--- config.mk ---
export PLATFORM = sky130hd
export DESIGN_NAME = my_nand_nor_xnor
export DESIGN_NICKNAME = d
export VERILOG_FILES = /design/src/rtl/my_gates_pkg.sv /design/src/rtl/my_gate2.sv /design/src/rtl/my_nand_nor_xnor.sv
export SDC_FILE = /design/constraint.sdc
export NUM_CORES = 1
export LEC_CHECK = 0
export CELL_PAD_IN_SITES_DETAIL_PLACEMENT = 0
export CELL_PAD_IN_SITES_GLOBAL_PLACEMENT = 1
export CORE_AREA = 2 2 39 41
export DETAILED_ROUTE_END_ITERATION = 7
export DIE_AREA = 0 0 41 43
export GPL_ROUTABILITY_DRIVEN = 0
export HOLD_SLACK_MARGIN = 0.03
export PLACE_DENSITY = 0.55
export SYNTH_ARGS = -nofsm -noshare
export SYNTH_HDL_FRONTEND = slang
export SYNTH_SLANG_ARGS = --single-unit
export TNS_END_PERCENT = 5
--- constraint.sdc ---
create_clock -name clk -period 2.1 [get_ports clk]
set_clock_uncertainty 0.2 [all_clocks]
set_input_delay 0.42 -clock clk [delete_from_list [all_inputs] [get_ports clk]]
set_output_delay 0.42 -clock clk [all_outputs]
set_load 0.02 [all_outputs]
--- src/rtl/my_gates_pkg.sv ---
// Shared definitions for the two-operand primitive gate block: the gate
// selector type and the reset value of the registered results.
package my_gates_pkg;

    // Selects which bitwise function a my_gate2 instance implements.
    typedef enum logic [1:0] {
        OP_NAND,
        OP_NOR,
        OP_XNOR
    } gate_op_e;

    // Result registers reset to all ones: the value every gate produces for
    // zero operands, so a reset output looks like a valid 0/0 evaluation.
    localparam logic RESULT_RST_BIT = 1'b1;

endpackage

--- src/rtl/my_gate2.sv ---
// WIDTH-wide bitwise two-input gate; the function is fixed at elaboration
// by the op parameter so each instance is a plain gate array.
import my_gates_pkg::*;

module my_gate2 #(
    parameter int       WIDTH = 1,
    parameter gate_op_e OP    = OP_NAND
) (
    input  logic [WIDTH-1:0] a,
    input  logic [WIDTH-1:0] b,
    output logic [WIDTH-1:0] y
);

    generate
        if (OP == OP_NAND) begin : g_nand
            assign y = ~(a & b);
        end else if (OP == OP_NOR) begin : g_nor
            assign y = ~(a | b);
        end else begin : g_xnor
            assign y = ~(a ^ b);
        end
    endgenerate

endmodule

--- src/rtl/my_nand_nor_xnor.sv ---
// Bitwise NAND/NOR/XNOR unit. Combinational results are always available;
// the _q outputs are either a one-cycle registered copy captured on
// in_valid (REG_OUT=1) or a straight pass-through (REG_OUT=0).
import my_gates_pkg::*;

module my_nand_nor_xnor #(
    parameter int WIDTH   = 1,
    parameter bit REG_OUT = 1'b1
) (
    input  logic             clk,
    input  logic             rst_n,
    input  logic [WIDTH-1:0] in1,
    input  logic [WIDTH-1:0] in2,
    input  logic             in_valid,
    output logic [WIDTH-1:0] nand_c,
    output logic [WIDTH-1:0] nor_c,
    output logic [WIDTH-1:0] xnor_c,
    output logic [WIDTH-1:0] nand_q,
    output logic [WIDTH-1:0] nor_q,
    output logic [WIDTH-1:0] xnor_q,
    output logic             out_valid
);

    localparam logic [WIDTH-1:0] RESULT_RST = {WIDTH{RESULT_RST_BIT}};

    my_gate2 #(.WIDTH(WIDTH), .OP(OP_NAND)) u_nand (
        .a (in1),
        .b (in2),
        .y (nand_c)
    );

    my_gate2 #(.WIDTH(WIDTH), .OP(OP_NOR)) u_nor (
        .a (in1),
        .b (in2),
        .y (nor_c)
    );

    my_gate2 #(.WIDTH(WIDTH), .OP(OP_XNOR)) u_xnor (
        .a (in1),
        .b (in2),
        .y (xnor_c)
    );

    generate
        if (REG_OUT) begin : g_reg
            // Capture results only when operands are valid; hold otherwise.
            always_ff @(posedge clk or negedge rst_n) begin
                if (!rst_n) begin
                    nand_q <= RESULT_RST;
                    nor_q  <= RESULT_RST;
                    xnor_q <= RESULT_RST;
                end else if (in_valid) begin
                    nand_q <= nand_c;
                    nor_q  <= nor_c;
                    xnor_q <= xnor_c;
                end
            end

            // The valid flag follows in_valid by one cycle, every cycle.
            always_ff @(posedge clk or negedge rst_n) begin
                if (!rst_n) begin
                    out_valid <= 1'b0;
                end else begin
                    out_valid <= in_valid;
                end
            end
        end else begin : g_comb
            assign nand_q    = nand_c;
            assign nor_q     = nor_c;
            assign xnor_q    = xnor_c;
            assign out_valid = in_valid;
        end
    endgenerate

endmodule

==> flow_metrics.py <==
metrics = {
    "detailed_routing": {
        "via_per_inst": 3.46,
        "drt-pass1-iter-count": 2,
        "routedWlPerCell_um": 9.41,
        "route.detailed.drc": 0,
        "postRouteAntennaNets": 0,
        "via_count": 159,
        "drtIter0Drc": 3,
        "routed_wl_um": 433,
    },
    "sta": {
        "setup_viol_count_final": 0,
        "maxSlewViolCount": 0,
        "fmax_mhz": 486,
        "hold_viol": 0,
        "worst_slack_ns": 0.0428,
        "relSlewSlack_pct": 85.3,
        "fin_crit_sh_pct": 98.0,
        "worstMarginPinSlew_ns": 0.220,
        "rsz0062_at_grt": "false",
        "layout_min_cycle_time_ns": 2.06,
    },
    "final_layout": {
        "area_growth_pct": 88.6,
        "fillerInstances": 149,
        "final_cell_mix": "clkdlybuf4s50_1, inv_1, clkbuf_4, dfstp_2",
        "final_area_um2": 330,
        "drive_gt1_share_pct": 40.0,
        "mostFrequentLayoutCell": "clkdlybuf4s50_1",
        "stdcell_count": 46,
        "n_antenna_cell": 0,
        "nets": 38,
    },
    "pwr": {
        "worst_ir_drop_vdd_uv": 215,
        "internal_power_w": 0.000192,
        "pwr-share-comb_pct": 22.8,
        "pwr-share-clk_pct": 41.5,
        "seq_power_share_pct": 35.7,
        "leakagePower_nw": 0.154,
        "p_total_w": 0.000259,
        "power-per-cell-area_nw_per_um2": 784,
        "power_switching_w": 0.0000674,
        "switching_share_pct": 26.0,
    },
    "floorplan": {
        "io_pins": 12,
        "rows": 14,
        "die_w_um": 41,
        "coreArea_um2": 1380,
        "die_area_um2": 1760,
        "start_util_pct": 12.7,
        "die_h_um": 43,
    },
    "critical_path": {
        "crit_fanout": 2,
        "critPathKind": "in -> out",
        "critPathRequiredTime_ns": 1.48,
        "cp.arrival_ns": 1.44,
        "cp-end-kind": "output port",
        "start_kind": "primary input",
    },
    "placement": {
        "dp_slack_ns": -0.425,
        "dp_cells": 42,
        "portBuffers": 11,
        "place_area_um2": 313,
    },
    "global_routing": {
        "gr-usage-all-layers_pct": 6.04,
        "grt_max_degree": 6,
        "grt.overflow.total": 0,
        "grt_pass1_vias": 147,
        "grt_antenna_before_repair": 0,
        "grt_first_pass_wirelength_um": 621,
    },
    "yosys": {
        "avgSynthCellArea_um2": 12.5,
        "synth_cell_types": 7,
        "yosysWarnings": 0,
        "ys_seq_area_share_pct": 59.3,
        "synth_nets": 21,
        "synth_area_um2": 175,
        "syn_inst": 14,
        "ys_ff_latch": 4,
    },
    "cts": {
        "cts_max_path_buffers": 2,
        "holdBufCountCts": 0,
        "cts-root-buf": "clkbuf_4",
        "cts_buffers": 3,
        "cts_tree": "built",
        "ctsHtreeMaxLevel": 1,
        "worstSkewPairLatency_ns": 0.23,
        "clock-sinks": 4,
        "clk_pin_slew_ns": 0.05,
    },
    "hold_path": {
        "hp-class": "in -> async",
    },
    "outcome": {
        "status": "finished, final reports clean",
    },
    "run": {
        "drv_cap": 0,
    },
}
## layer usage
layer | GRT usage [%] | part of all wire, % | wire (µm) | vias up
met2 | 5.94 | 35 | 151 | 14
met1 | 7.47 | 48 | 206 | 71
met5 | 0 | 0 | 0 | -
met3 | 4.71 | 17 | 75 | 0
li1 | - | - | - | 74
met4 | 6.00 | 0 | 0 | 0
## cell usage after synthesis, drive strengths merged
cell   n  area share [%]
nor2   1             2.1
inv    4             8.6
dfrtp  1              14
mux2   2              13
ha     2              14
a21oi  1             2.9
dfstp  3              45
## worst paths after layout
check | from | to | slack [ns] | cells past startpoint
setup / recovery | in1 | xnor_c | 0.04 | 5
hold / removal | rst_n | out_valid$_DFF_PN0_ | 0.18 | 1
setup reg to reg | nand_q$_DFFE_PN1P_ | nand_q$_DFFE_PN1P_ | 1.15 | 2
hold reg to reg | nand_q$_DFFE_PN1P_ | nand_q$_DFFE_PN1P_ | 0.30 | 2
max in group asynchronous | rst_n | nand_q$_DFFE_PN1P_ | 1.27 | 1
min in group clk | nand_q$_DFFE_PN1P_ | nand_q$_DFFE_PN1P_ | 0.30 | 2
## worst max-delay path, stage by stage
cell and delay, ns:
clkdlybuf4s50_1 0.48, inv_1 0.05, ha_1 0.27, inv_1 0.09
buf_6 0.12
## metrics by stage
step	TNS (ns)	hold WS [ns]	util (%)
6_report	0	0.182	23.9
5_1_grt	0	0.190	23.9
4_1_cts	-0.0198	0.177	24.2
3_5_place_dp	-1.02	0.294	22.6
3_3_place_gp	-1.03	0.291	22.6
2_1_floorplan	0	-0.0756	-
## kinds of logic after synthesis
family / after synthesis / share of synthesized area (%)
AOI/OAI and AO/OA: 1 / 2.85
adders and majority gates: 2 / 14.3
buffers and inverters: 4 / 8.57
DFF: 4 / 59.3
muxes: 2 / 12.9
and+or+nand+nor: 1 / 2.14
## cell type report
cell class	count	area (µm²)	share of cell area [%]
sequential	4	104	31.4
timing repair buffer	12	109	33.0
inverter	4	15.0	4.55
clock buffer	4	26.3	7.95
tap	16	20.0	6.06
multi-input combinational	6	56.3	17.0
## sequential cells by signal, indices dropped and copies added (netlist names)
signal     flops
xnor_q         1
out_valid      1
nand_q         1
nor_q          1
## power by group through the flow
stage               Sequential, W  Clock, W  Combinational, W
global route            0.0000933  0.000118         0.0000634
global placement        0.0000935         0         0.0000599
CTS                     0.0000927  0.000114         0.0000582
detailed placement      0.0000937         0         0.0000609
floorplan                0.000103         0         0.0000160
finish                  0.0000926  0.000107         0.0000591
## timing repair
action,4_1_cts,5_1_grt
setup buffers,0,0
hold endpoints to repair,0,0
setup endpoints to repair,3,3
resized for setup,9,4
(Power assumes the default switching activity.)
